<file path="src/rtl/cpu_pkg.sv">
// Shared CPU-side types and constants for the slow-access stall controller.
package cpu_pkg;

   typedef enum logic [1:0] {
      IDLE     = 2'd0,
      WAIT_ACK = 2'd1,
      RELEASE  = 2'd2,
      DONE     = 2'd3
   } stall_state_t;

   // Read data returned on a timed-out access; sliced down to the bus width by users (max 256 bits).
   localparam int RDATA_ERR_MAX_W = 256;
   localparam logic [RDATA_ERR_MAX_W-1:0] RDATA_ERR_VALUE = {RDATA_ERR_MAX_W{1'b1}};

endpackage

</file>
<file path="src/rtl/stall_ctrl.sv">
// Freezes the CPU clock during slow slave accesses, runs the req/ack exchange,
// and releases the CPU with a one-cycle handshake; includes timeout and stall counter.
module stall_ctrl
   import cpu_pkg::*;
#(
   parameter int DATA_W         = 32,
   parameter int TIMEOUT_CYCLES = 255,
   parameter int CNT_W          = 32
) (
   input  logic              MASTER_CLK,
   input  logic              RST_N,
   input  logic              MEM_REQ,
   input  logic              MEM_WE,
   input  logic              SLAVE_ACK,
   input  logic              SLAVE_ERR,
   input  logic [DATA_W-1:0] SLAVE_RDATA,
   output logic              SLAVE_REQ,
   output logic              SLAVE_WE,
   output logic              WAIT_SIGNAL,
   output logic              HANDSHAKE,
   output logic [DATA_W-1:0] RDATA_OUT,
   output logic              ACCESS_ERR,
   output logic [CNT_W-1:0]  STALL_CYCLES
);

   localparam logic [15:0]       TIMEOUT_LOAD  = 16'(TIMEOUT_CYCLES);
   localparam logic [15:0]       TIMEOUT_LAST  = 16'd1;
   localparam logic [15:0]       TIMEOUT_STEP  = 16'd1;
   localparam logic [CNT_W-1:0]  STALL_MAX     = {CNT_W{1'b1}};
   localparam logic [CNT_W-1:0]  STALL_ONE     = CNT_W'(1);
   localparam logic [DATA_W-1:0] RDATA_TIMEOUT = RDATA_ERR_VALUE[DATA_W-1:0];

   stall_state_t      state_r;
   logic [15:0]       tmo_cnt_r;
   logic              slave_req_r;
   logic              slave_we_r;
   logic              wait_r;
   logic              handshake_r;
   logic [DATA_W-1:0] rdata_r;
   logic              access_err_r;
   logic [CNT_W-1:0]  stall_cnt_r;

   // Access sequencer: state, registered outputs, timeout and stall counters.
   always_ff @(posedge MASTER_CLK or negedge RST_N) begin
      if (!RST_N) begin
         state_r      <= IDLE;
         tmo_cnt_r    <= 16'd0;
         slave_req_r  <= 1'b0;
         slave_we_r   <= 1'b0;
         wait_r       <= 1'b0;
         handshake_r  <= 1'b0;
         rdata_r      <= '0;
         access_err_r <= 1'b0;
         stall_cnt_r  <= '0;
      end else begin
         case (state_r)
            IDLE: begin
               slave_we_r <= MEM_WE;
               tmo_cnt_r  <= TIMEOUT_LOAD;
               if (MEM_REQ) begin
                  state_r     <= WAIT_ACK;
                  wait_r      <= 1'b1;
                  slave_req_r <= 1'b1;
               end else begin
                  state_r <= IDLE;
               end
            end
            WAIT_ACK: begin
               if (stall_cnt_r != STALL_MAX) begin
                  stall_cnt_r <= stall_cnt_r + STALL_ONE;
               end else begin
                  stall_cnt_r <= stall_cnt_r;
               end
               // An ack on the last counted cycle beats the timeout.
               if (SLAVE_ACK) begin
                  if (!slave_we_r) begin
                     rdata_r <= SLAVE_RDATA;
                  end else begin
                     rdata_r <= rdata_r;
                  end
                  if (SLAVE_ERR) begin
                     access_err_r <= 1'b1;
                  end else begin
                     access_err_r <= access_err_r;
                  end
                  state_r     <= RELEASE;
                  slave_req_r <= 1'b0;
                  handshake_r <= 1'b1;
               end else if (tmo_cnt_r <= TIMEOUT_LAST) begin
                  access_err_r <= 1'b1;
                  rdata_r      <= RDATA_TIMEOUT;
                  state_r      <= RELEASE;
                  slave_req_r  <= 1'b0;
                  handshake_r  <= 1'b1;
               end else begin
                  tmo_cnt_r <= tmo_cnt_r - TIMEOUT_STEP;
               end
            end
            RELEASE: begin
               state_r     <= DONE;
               wait_r      <= 1'b0;
               handshake_r <= 1'b0;
            end
            DONE: begin
               state_r <= IDLE;
            end
            default: begin
               state_r     <= IDLE;
               slave_req_r <= 1'b0;
               wait_r      <= 1'b0;
               handshake_r <= 1'b0;
            end
         endcase
      end
   end

   assign SLAVE_REQ    = slave_req_r;
   assign SLAVE_WE     = slave_we_r;
   assign WAIT_SIGNAL  = wait_r;
   assign HANDSHAKE    = handshake_r;
   assign RDATA_OUT    = rdata_r;
   assign ACCESS_ERR   = access_err_r;
   assign STALL_CYCLES = stall_cnt_r;

endmodule

</file>
<file path="config.mk">
export PLATFORM = sky130hd
export DESIGN_NAME = stall_ctrl
export DESIGN_NICKNAME = d
export VERILOG_FILES = /design/src/rtl/cpu_pkg.sv /design/src/rtl/stall_ctrl.sv
export SDC_FILE = /design/constraint.sdc
export NUM_CORES = 1
export LEC_CHECK = 0
export ABC_AREA = 1
export CORE_ASPECT_RATIO = 1.25
export CORE_MARGIN = 2
export CORE_UTILIZATION = 40
export CTS_CLUSTER_DIAMETER = 30
export DETAILED_ROUTE_END_ITERATION = 10
export GPL_TIMING_DRIVEN = 0
export PLACE_DENSITY_LB_ADDON = 0.05
export SLEW_MARGIN = 40
export SYNTH_ARGS = -nofsm -noshare
export SYNTH_HDL_FRONTEND = slang
export SYNTH_SLANG_ARGS = --single-unit
</file>
<file path="constraint.sdc">
create_clock -name MASTER_CLK -period 2.1 [get_ports MASTER_CLK]
set_input_delay 0.315 -clock MASTER_CLK [delete_from_list [all_inputs] [get_ports MASTER_CLK]]
set_output_delay 0.315 -clock MASTER_CLK [all_outputs]
set_load 0.005 [all_outputs]
</file>
Yosys cells after proc, flatten, opt, wreduce, memory -nomap -nowiden
Cells that the tools add are included.
{"block": "totals", "output_inout_bits": 69, "ff_bits": 87, "in_bits": 38}
{"block": "classes", "add_sub_neg": 2, "reduce_logical": 12, "n_mux": 20, "eq_ne": 10, "n_lt_le_gt_ge": 1}
{"operator": "$mux 32", "count": 3}
{"operator": "$add 32x1->32 const B", "count": 1}
{"operator": "$mux 16", "count": 2}
{"operator": "$ne 32x32->1 const B", "count": 1}
{"operator": "$pmux 16 s2", "count": 1}
{"operator": "$le 16x1->1 const B", "count": 1}
{"operator": "$sub 16x1->16 const B", "count": 1}
{"operator": "$reduce_and 3->1", "count": 4}
{"operator": "$mux 1", "count": 8}
{"operator": "$ne 2x2->1 const B", "count": 4}
{"operator": "$pmux 2 s4", "count": 1}
{"operator": "$reduce_bool 2->1", "count": 4}
{"operator": "$pmux 1 s2", "count": 3}
{"operator": "$reduce_and 2->1", "count": 3}
{"operator": "$eq 2x2->1 const B", "count": 2}
{"operator": "$mux 2", "count": 2}
{"operator": "$ne 3x3->1 const B", "count": 1}
{"operator": "$eq 2x1->1 const B", "count": 1}
{"operator": "$logic_not 2->1", "count": 1}
{"operator": "$ne 2x1->1 const B", "count": 1}

Logic depth before layout (Yosys ltp)
Gate-level depths: netlist of run 1.
{"block": "logic_depth", "word_depth": 4, "mapped_depth": 11}

Least setup slack after synthesis of run 1
No wires, ideal clock.
{"block": "synth_timing", "path_kind": "register -> register", "startpoint": "reg stall_cnt_r[0] (netlist: STALL_CYCLES[0])", "endpoint": "reg stall_cnt_r[20] (netlist: STALL_CYCLES[20])", "arrival_ns": 1.565, "slack_ns": 0.419, "path_stages_with_launch": 12, "n_path_buf": 1, "cell_sequence": "dfrtp_1 > ha_1 > inv_2 > nor2_4 > nand2_4 > nor2_4 > nand2_4 > nand2_8 > inv_4 > buf_6 > nand2_1 > nand2_1"}
{"block": "synth_between", "elab_chain_cells": 2, "word_cells_on_any_way": 3, "classes_between": "add/sub (1); eq/ne (1); reduce/logical (1)"}
{"element": "start, declared", "line": "stall_ctrl.sv:41", "text": "logic [CNT_W-1:0] stall_cnt_r;"}
{"element": "start signal, assigned", "line": "stall_ctrl.sv:70", "text": "stall_cnt_r <= stall_cnt_r + STALL_ONE;"}
{"element": "start signal, assigned", "line": "stall_ctrl.sv:72", "text": "stall_cnt_r <= stall_cnt_r;"}
{"element": "branches (longest 2 deep; another with $add 32x1->32)"}
Parallel ways; which one is timed is not known.
A chain may end at the register's enable or synchronous reset.

Worst setup path after layout of run 1
{"block": "layout_timing", "startpoint": "reg state_r[1]", "endpoint": "reg tmo_cnt_r[5]"}
{"block": "layout_between", "elab_chain_cells": 3, "word_cells_on_any_way": 7, "classes_between": "eq/ne (3); mux (1); reduce/logical (3)"}
{"element": "start, declared", "line": "stall_ctrl.sv:33", "text": "stall_state_t state_r;"}
{"element": "start signal, assigned", "line": "stall_ctrl.sv:46", "text": "state_r <= IDLE;"}
{"element": "start signal, assigned", "line": "stall_ctrl.sv:61", "text": "state_r <= WAIT_ACK;"}
{"element": "start signal, assigned", "line": "stall_ctrl.sv:65", "text": "state_r <= IDLE;"}
{"element": "$eq 2x1->1 or $logic_not 2->1 (tied branches)", "line": "stall_ctrl.sv:56", "text": "case (state_r)"}
{"element": "$ne 2x2->1 (no source line) or $reduce_bool 2->1 (tied branches)"}
{"element": "$reduce_and 3->1 (no source line)"}
{"element": "end signal, assigned", "line": "stall_ctrl.sv:96", "text": "tmo_cnt_r <= tmo_cnt_r - TIMEOUT_STEP;"}
{"element": "end, declared", "line": "stall_ctrl.sv:34", "text": "logic [15:0] tmo_cnt_r;"}
Several ways; a longest one is shown, not always the timed one.

==> out/qor.yml, run 1 <==
grt_overflow: 0
rsz0062_at_grt: "no"
reg2reg_depth: 9
core-area_mm2: 0.0127
post-place-ws_ns: 0.0987
relSlewSlack_pct: 67.5
clockPowerShare_pct: 23.4
worstPathRequired_ns: 2.38
cts_max_level: 3
io_buffers: 106
setup_violations: 0
diodes: 0
syn_nets: 766
syn_avg_cell_area_um2: 7.15
clk_transition_reported_paths_ns: 0.06
synth_cells: 722
post_cts_buffers: 0
nets: 885
numCtsBuffers: 9
final_cell_mix: "328 x nand2_1, 105 x clkdlybuf4s50_1, 87 x dfrtp_1"
die_h_um: 131
syn_to_final_growth_pct: 31.3
cts_max_path_buffers: 2
cp-end-kind: "flop"
yosysWarnings: 0
crit_type: "flop to flop"
max-cap-violations: 0
vias_per_cell: 4.84
powerDensity_mw_per_mm2: 1040
hold_path.class: "input port to async pin"
crit_fanout: 10
hold_viol_final: 0
final.setup.tns_ns: 0
synth-seq-cells: 87
seqPwrFrac_pct: 36.0
netlist_area_mm2: 0.00516
cts_sinks: 87
p_int_w: 0.00451
drc: 0
drtIter0Drc: 199
routabilityCongestion: 0.854
synthDistinctLibCells: 30
grt_usage_pct: 20.9
final_common_cell: "nand2_1"
die_x_um: 106
clock.fmax_mhz: 518
num_rows: 46
drive_above_1_share_pct: 10.9
tightest_slew_ns: 0.486
p_switching_w: 0.00251
skew_ns: 0.00695
vdd_drop_max_v: 0.000605
wirelength_um: 14000
p_leak_nw: 3.21
dieArea_mm2: 0.0138
dr.pass1.iters: 5
stdcell_area_mm2: 0.00678
detail_route.wl_per_cell_um: 13.8
ys_seq_area_share_pct: 42.2
grt_pass1_vias: 4752
startpoint_type: "flop"
slew_violations: 0
arrival_ns: 2.21
initial_core_util_pct: 40.8
grt_pass1_wl_um: 22900
antenna_found_initial: 0
finalCriticalPeriod_ns: 1.93
clock_latency_ns: 0.34
ios: 107
hpwl_um: 10600
root_buffer: "clkbuf_16"
total_power_w: 0.00702
switching_share_pct: 35.8
timing.final.crit_share_pct: 91.9
setup_ws_ns: 0.169
hold_slack_ns: 0.412
num_vias: 4903
run_status: "finished clean"
dpl-instance-area_mm2: 0.00646
combPwrFrac_pct: 40.6
grt_max_degree: 58
antenna_left: 0
cts_tree: "yes"
## Yosys cell counts (all sizes together)
master	count	share of area (%)
nand2	335	25
dfrtp	87	42
nor2	78	6.2
nand3	37	4.0
inv	36	2.7
or2	36	4.4
nand4	34	4.1
buf	20	2.6
nand3b	15	2.2
o21ai	12	1.3
xor2	11	1.9
clkbuf	7	0.51
ha	6	1.5
xnor2	5	0.85
mux2	2	0.44
o21bai	1	0.15
## layer usage
metal | share of wire, % | GRT usage (%) | up-vias
li1 | - | - | 2513
met4 | 1.7 | 8.51 | 0
met3 | 2.6 | 3.08 | 15
met2 | 53 | 38.2 | 91
met1 | 43 | 24.7 | 2284
met5 | 0 | 0 | -
## kinds of logic (layout without fill, tap and decap cells)
logic type | Yosys count | in the layout | share of synthesized area (%)
buffers and inverters | 63 | 186 | 5.79
muxes | 2 | 2 | 0.436
AOI/OAI and AO/OA | 13 | 13 | 1.45
xor gates and xnor gates | 16 | 16 | 2.72
DFF | 87 | 87 | 42.2
and+or+nand+nor | 535 | 535 | 46.0
adders and majority gates | 6 | 6 | 1.45
## flip-flops by register name, summed over array words and instances, names as in the netlist
register	cells
STALL_CYCLES	32
tmo_cnt_r	16
state_r	2
SLAVE_WE	1
WAIT_SIGNAL	1
HANDSHAKE	1
RDATA_OUT	32
ACCESS_ERR	1
SLAVE_REQ	1
## cell type report
cell class / count / area (um2)
buffer: 27 / 163
clock buffer: 12 / 256
clock inverter: 3 / 42.5
fill: 1259 / 5880
inverter: 36 / 138
multi-input combinational: 572 / 2690
sequential: 87 / 2180
tap: 168 / 210
timing repair buffer: 108 / 1100
## through the flow
stage / utilization (%) / cells
global placement: 50.8 / 996
CTS: 53.5 / 1013
floorplan: - / 722
detailed placement: 51.0 / 997
global route: 53.5 / 1013
finish: 53.5 / 1013
## what timing repair did
action,4_1_cts,5_1_grt
endpoints found under the hold margin,30,0
hold buffers,1,0
endpoints found under the setup margin,0,27
gates resized for setup,0,4
## worst max-delay path: stages, from the launching register on
cell     delay [ns]
dfrtp_1        0.36
inv_1          0.08
ha_1           0.18
buf_4          0.18
inv_1          0.22
nand2_1        0.25
nand2_1        0.18
buf_2          0.25
nand2_1        0.09
nand2_1        0.08
## worst paths after layout
check | startpoint | end | slack (ns)
min in group MASTER_CLK | RDATA_OUT[24]$_DFFE_PN0P_ | RDATA_OUT[24]$_DFFE_PN0P_ | 0.47
worst max register to register | state_r[1]$_DFFE_PN0P_ | tmo_cnt_r[5]$_DFFE_PN0P_ | 0.17
worst max-delay path | state_r[1]$_DFFE_PN0P_ | tmo_cnt_r[5]$_DFFE_PN0P_ | 0.17
worst min register to register | RDATA_OUT[24]$_DFFE_PN0P_ | RDATA_OUT[24]$_DFFE_PN0P_ | 0.47
max in group asynchronous | RST_N | STALL_CYCLES[26]$_DFFE_PN0P_ | 1.09
worst min-delay path | RST_N | STALL_CYCLES[5]$_DFFE_PN0P_ | 0.41
## power by group through the flow
stage	Sequential (W)	Combinational, W	Clock [W]
after global placement	0.00254	0.00280	0
after floorplan	0.00253	0.00150	0
after CTS	0.00253	0.00288	0.00167
after global routing	0.00260	0.00321	0.00174
final	0.00253	0.00285	0.00164
after detailed placement	0.00255	0.00288	0
No activity file was read; power rests on OpenSTA's default activity.
==> run 2: changes to the inputs <==
--- a/config.mk
+++ b/config.mk
@@ -11,8 +11,10 @@
 export CORE_UTILIZATION = 40
 export CTS_CLUSTER_DIAMETER = 30
 export DETAILED_ROUTE_END_ITERATION = 10
+export GPL_ROUTABILITY_DRIVEN = 0
 export GPL_TIMING_DRIVEN = 0
 export PLACE_DENSITY_LB_ADDON = 0.05
+export RECOVER_POWER = 50
 export SLEW_MARGIN = 40
 export SYNTH_ARGS = -nofsm -noshare
 export SYNTH_HDL_FRONTEND = slang
==> run 2 against run 1 <==
  * Via count up 0.96%
  * Non-clock buffer count stayed put
  * Sequential share of layout area decreased by 0.065 points
  * Hold slack better by 0.053 ns
  * Critical path depth increased by 2
  * Die area did not move
  * Critical path type unchanged
==> out/qor.yml, run 2 (synthesis gave the netlist of run 1 again) <==
run_status: "finished clean"
clockPowerShare_pct: 24.9
vdd_drop_max_v: 0.000577
powerDensity_mw_per_mm2: 1030
vias_per_cell: 4.88
detail_route.wl_per_cell_um: 13.5
switching_share_pct: 36.1
cts_max_path_buffers: 2
setup_ws_ns: 0.156
wl_met1_um: 5740
hold_path.class: "flop to flop"
core-area_mm2: 0.0127
cts_max_level: 3
seqPwrFrac_pct: 35.9
arrival_ns: 2.18
io_buffers: 106
post_cts_buffers: 0
cp-end-kind: "flop"
grt_overflow: 0
tightest_slew_ns: 0.831
root_buffer: "clkbuf_16"
hpwl_um: 10400
final_cell_mix: "328 x nand2_1, 87 x dfrtp_1, 73 x clkdlybuf4s50_1"
nets: 885
grt_pass1_wl_um: 22500
num_vias: 4950
cts_sinks: 87
hold_viol_final: 0
total_power_w: 0.00697
dieArea_mm2: 0.0138
ios: 107
wl_met3_um: 485
wirelength_um: 13700
rsz0062_at_grt: "no"
crit_type: "flop to flop"
antenna_found_initial: 0
max-cap-violations: 0
seqCellArea_mm2: 0.00218
fillers: 1292
met2_length_um: 7110
top_layer: "met4"
p_int_w: 0.00446
skew_ns: 0.00852
p_leak_nw: 3.24
antenna_left: 0
grt_max_degree: 57
p_switching_w: 0.00252
final_common_cell: "nand2_1"
die_h_um: 131
drive_above_1_share_pct: 11.0
clk_transition_reported_paths_ns: 0.07
grt_usage_pct: 20.5
diodes: 0
relSlewSlack_pct: 44.6
num_rows: 46
finalCriticalPeriod_ns: 1.94
worstPathRequired_ns: 2.33
drtIter0Drc: 157
combPwrFrac_pct: 39.1
dr.pass1.iters: 4
initial_core_util_pct: 40.8
drc: 0
cts_tree: "yes"
numCtsBuffers: 9
post-place-ws_ns: 0.120
die_x_um: 106
crit_fanout: 10
setup_violations: 0
slew_violations: 0
grt_pass1_vias: 4746
startpoint_type: "flop"
syn_to_final_growth_pct: 31.6
multi_input_area_mm2: 0.00269
timing.final.crit_share_pct: 92.6
clock_latency_ns: 0.34
clock.fmax_mhz: 515
-- run 2: cell type report --
type	instances	area share [%]
buffer	27	2.39
inverter	36	2.03
sequential	87	32.1
tap	168	3.09
multi-input combinational	572	39.6
timing repair buffer	108	16.1
clock inverter	7	1.42
clock buffer	9	3.32
-- run 2: layer usage --
metal	vias to the layer above	track usage, %
li1	2517	-
met4	0	8.44
met1	2305	24.2
met2	101	37.4
met5	-	0
met3	27	3.17
-- run 2: repair_timing --
action,in CTS,in global routing
gates resized for setup,0,3
setup endpoints to repair,0,12
hold buffers,1,0
hold endpoints to repair,31,0
-- run 2: power by group through the flow --
stage	clock network, W	registers [W]	logic [W]
5_1_grt	0.00184	0.00258	0.00307
4_1_cts	0.00178	0.00252	0.00288
6_report	0.00174	0.00251	0.00273
3_5_place_dp	0	0.00254	0.00287
3_3_place_gp	0	0.00254	0.00280
2_1_floorplan	0	0.00253	0.00150
-- run 2: critical path: stages, from the launching register on --
cell and delay (ns):
dfrtp_1 0.47, ha_1 0.33, inv_2 0.07, nor2_4 0.21
nand2_4 0.10, nor2_4 0.15, nand2_4 0.08, nand2_8 0.10
inv_4 0.05, buf_6 0.14, nand2_1 0.07, nand2_1 0.04
-- run 2: final timing paths --
| kind | to | slack (ns) | cells past startpoint | from |
|---|---|---|---|---|
| setup / recovery | STALL_CYCLES[24]$_DFFE_PN0P_ | 0.16 | 11 | STALL_CYCLES[0]$_DFFE_PN0P_ |
| hold / removal | RDATA_OUT[1]$_DFFE_PN0P_ | 0.46 | 2 | RDATA_OUT[1]$_DFFE_PN0P_ |
| setup reg to reg | STALL_CYCLES[24]$_DFFE_PN0P_ | 0.16 | 11 | STALL_CYCLES[0]$_DFFE_PN0P_ |
| hold reg to reg | RDATA_OUT[1]$_DFFE_PN0P_ | 0.46 | 2 | RDATA_OUT[1]$_DFFE_PN0P_ |
| max in group asynchronous | RDATA_OUT[22]$_DFFE_PN0P_ | 0.74 | 3 | RST_N |
| min in group asynchronous | STALL_CYCLES[5]$_DFFE_PN0P_ | 0.60 | 2 | RST_N |
-- run 2: stage by stage --
| stage | instance area, um2 | TNS [ns] | hold slack [ns] | utilization [%] | instances |
|---|---|---|---|---|---|
| 2_1_floorplan | 5160 | 0 | 0.0194 | - | 722 |
| 3_3_place_gp | 6430 | -229.53 | 0.455 | 50.8 | 996 |
| 3_5_place_dp | 6460 | 0 | 0.217 | 51.0 | 997 |
| 4_1_cts | 6790 | 0 | 0.417 | 53.6 | 1014 |
| 5_1_grt | 6790 | 0 | 0.486 | 53.6 | 1014 |
| 6_report | 6790 | 0 | 0.464 | 53.6 | 1014 |
==> run 3: changes to the inputs <==
--- a/config.mk
+++ b/config.mk
@@ -6,9 +6,11 @@
 export NUM_CORES = 1
 export LEC_CHECK = 0
 export ABC_AREA = 1
+export CELL_PAD_IN_SITES_DETAIL_PLACEMENT = 2
+export CELL_PAD_IN_SITES_GLOBAL_PLACEMENT = 2
 export CORE_ASPECT_RATIO = 1.25
 export CORE_MARGIN = 2
-export CORE_UTILIZATION = 40
+export CORE_UTILIZATION = 29
 export CTS_CLUSTER_DIAMETER = 30
 export DETAILED_ROUTE_END_ITERATION = 10
 export GPL_ROUTABILITY_DRIVEN = 0
==> run 3 against run 2 <==
  * Sequential power increased by 2%
  * First-iteration DRC count up 15%
  * Cell count grew 5.5%
  * Global-route usage grew 0.59 points
  * Maximum frequency grew 2.6%
  * Hold slack improved by 0.0045 ns
  * Clock skew up 0.0029 ns
  * Worst setup slack improved by 0.049 ns
  * Cell area increased by 1.0%
  * Flip-flop and latch count is the same
  * Via count is 4.9% higher
==> out/qor.yml, run 3 (synthesis gave the netlist of run 1 again) <==
run_status: "finished clean"
relSlewSlack_pct: 20.2
setup_violations: 0
drc: 0
hold_viol_final: 0
cts_max_level: 3
clock.fmax_mhz: 528
diodes: 0
antenna_found_initial: 0
path_delay_family: "simple AND/OR/NAND/NOR gates"
endpoint: "RDATA_OUT[1]$_DFFE_PN0P_"
cts_max_path_buffers: 2
powerDensity_mw_per_mm2: 1060
startpoint_type: "flop"
vias_per_cell: 4.86
hpwl_um: 14500
post-place-cells: 1053
hold_path.class: "flop to flop"
crit_fanout: 10
slowest_stage: "dfrtp_1"
fin_cells: 1070
max-cap-violations: 0
r2r_setup_slack_ns: 0.21
cts_sinks: 87
critPathBufInv: 2
drtIter0Drc: 180
detail_route.wl_per_cell_um: 17.6
timing.final.crit_share_pct: 90.2
finalCriticalPeriod_ns: 1.89
clock_latency_ns: 0.35
total_power_w: 0.00730
ios: 107
die_h_um: 153
post_cts_buffers: 0
cts_tree: "yes"
reg2reg_depth: 10
slowest_delay_ns: 0.42
crit_cells: 10
syn_to_final_growth_pct: 32.9
final.setup.tns_ns: 0
drive_above_1_share_pct: 11.6
initial_core_util_pct: 29.6
dr.pass1.iters: 4
antenna_left: 0
rsz0062_at_grt: "no"
grt_usage_pct: 21.1
slew_violations: 0
grt_max_degree: 47
cp-end-kind: "flop"
vdd_drop_max_v: 0.000615
seqCellArea_mm2: 0.00218
hold_slack_ns: 0.469
num_vias: 5195
post-place-ws_ns: -0.0646
grt_pass1_wl_um: 30900
io_buffers: 106
clk_transition_reported_paths_ns: 0.07
crit_type: "flop to flop"
crit_chain: "inv_2 > ha_2 > nand3_2 > nand2_1 > nand3_2 > nand2_4 > nand3_2 > buf_2 > nand2_1 > nand2_1"
numCtsBuffers: 9
setup_ws_ns: 0.205
final_common_cell: "nand2_1"
die_x_um: 123
final_cell_mix: "327 x nand2_1, 86 x dfrtp_1, 73 x clkdlybuf4s50_1"
num_rows: 54
fillers: 2069
nets: 885
p_leak_nw: 3.23
critPathLaunch: "tmo_cnt_r[0]$_DFFE_PN0P_"
dieArea_mm2: 0.0189
worstPathRequired_ns: 2.34
arrival_ns: 2.13
wirelength_um: 18900
grt_overflow: 0
multi_input_area_mm2: 0.00270
root_buffer: "clkbuf_16"
tightest_slew_ns: 1.20
core-area_mm2: 0.0174
grt_pass1_vias: 5928
r2r-end: "RDATA_OUT[1]$_DFFE_PN0P_"
r2r-start: "tmo_cnt_r[0]$_DFFE_PN0P_"
skew_ns: 0.0114
run 3: cell count changes in the layout (fill, tap and decap cells not counted), sizes merged:
cell | previous run | this run
clkinvlp | 3 | 2
clkinv | 1 | 2
clkbuf | 17 | 19
inv | 37 | 35
run 3: worst min-delay path by stage:
stage | start | endpoint | slack, ns | cells past startpoint
final | RDATA_OUT[14]$_DFFE_PN0P_ | RDATA_OUT[14]$_DFFE_PN0P_ | 0.47 | 2
after detailed placement | RST_N | STALL_CYCLES[6]$_DFFE_PN0P_ | 0.24 | 1
after global placement | RDATA_OUT[21]$_DFFE_PN0P_ | RDATA_OUT[21]$_DFFE_PN0P_ | 0.46 | 2
after global routing | RDATA_OUT[29]$_DFFE_PN0P_ | RDATA_OUT[29]$_DFFE_PN0P_ | 0.50 | 2
after floorplan | RST_N | ACCESS_ERR$_DFFE_PN0P_ | 0.02 | 0
after CTS | RST_N | STALL_CYCLES[6]$_DFFE_PN0P_ | 0.46 | 2
run 3: timing repair:
item | in CTS | in global routing
resized for setup | 1 | 7
setup endpoints to repair | 10 | 72
hold buffers | 1 | 0
endpoints found under the hold margin | 41 | 0
run 3: power by group:
part           internal (W)  switching, W
clock network       0.00108      0.000735
registers           0.00217      0.000371
logic               0.00126       0.00168
total               0.00451       0.00279
run 3: final cells by class:
| class | instances | area share, % |
|---|---|---|
| clock inverter | 5 | 1.19 |
| sequential | 87 | 31.7 |
| timing repair buffer | 108 | 15.7 |
| tap | 224 | 4.08 |
| multi-input combinational | 572 | 39.3 |
| buffer | 27 | 2.37 |
| clock buffer | 11 | 3.54 |
| inverter | 36 | 2.06 |
run 3: through the flow:
stage	utilization [%]	cell area [um2]
floorplan	-	5160
global route	39.4	6860
finish	39.4	6860
global placement	37.3	6500
CTS	39.4	6870
detailed placement	37.5	6540
run 3: routing by layer:
metal / vias to the layer above / routed length (um) / track usage (%)
li1: 2497 / - / -
met1: 2582 / 7500 / 23.8
met3: 28 / 546 / 2.95
met2: 88 / 10200 / 39.0
met4: 0 / 590 / 8.44
met5: - / 0 / 0
run 3: worst reg2reg max path, delay by kind of cell (launching register included):
kind | cells | cell delay [ns]
buf+inv | 2 | 0.34
flops | 1 | 0.42
fa+ha+maj | 1 | 0.21
simple gates | 7 | 0.81
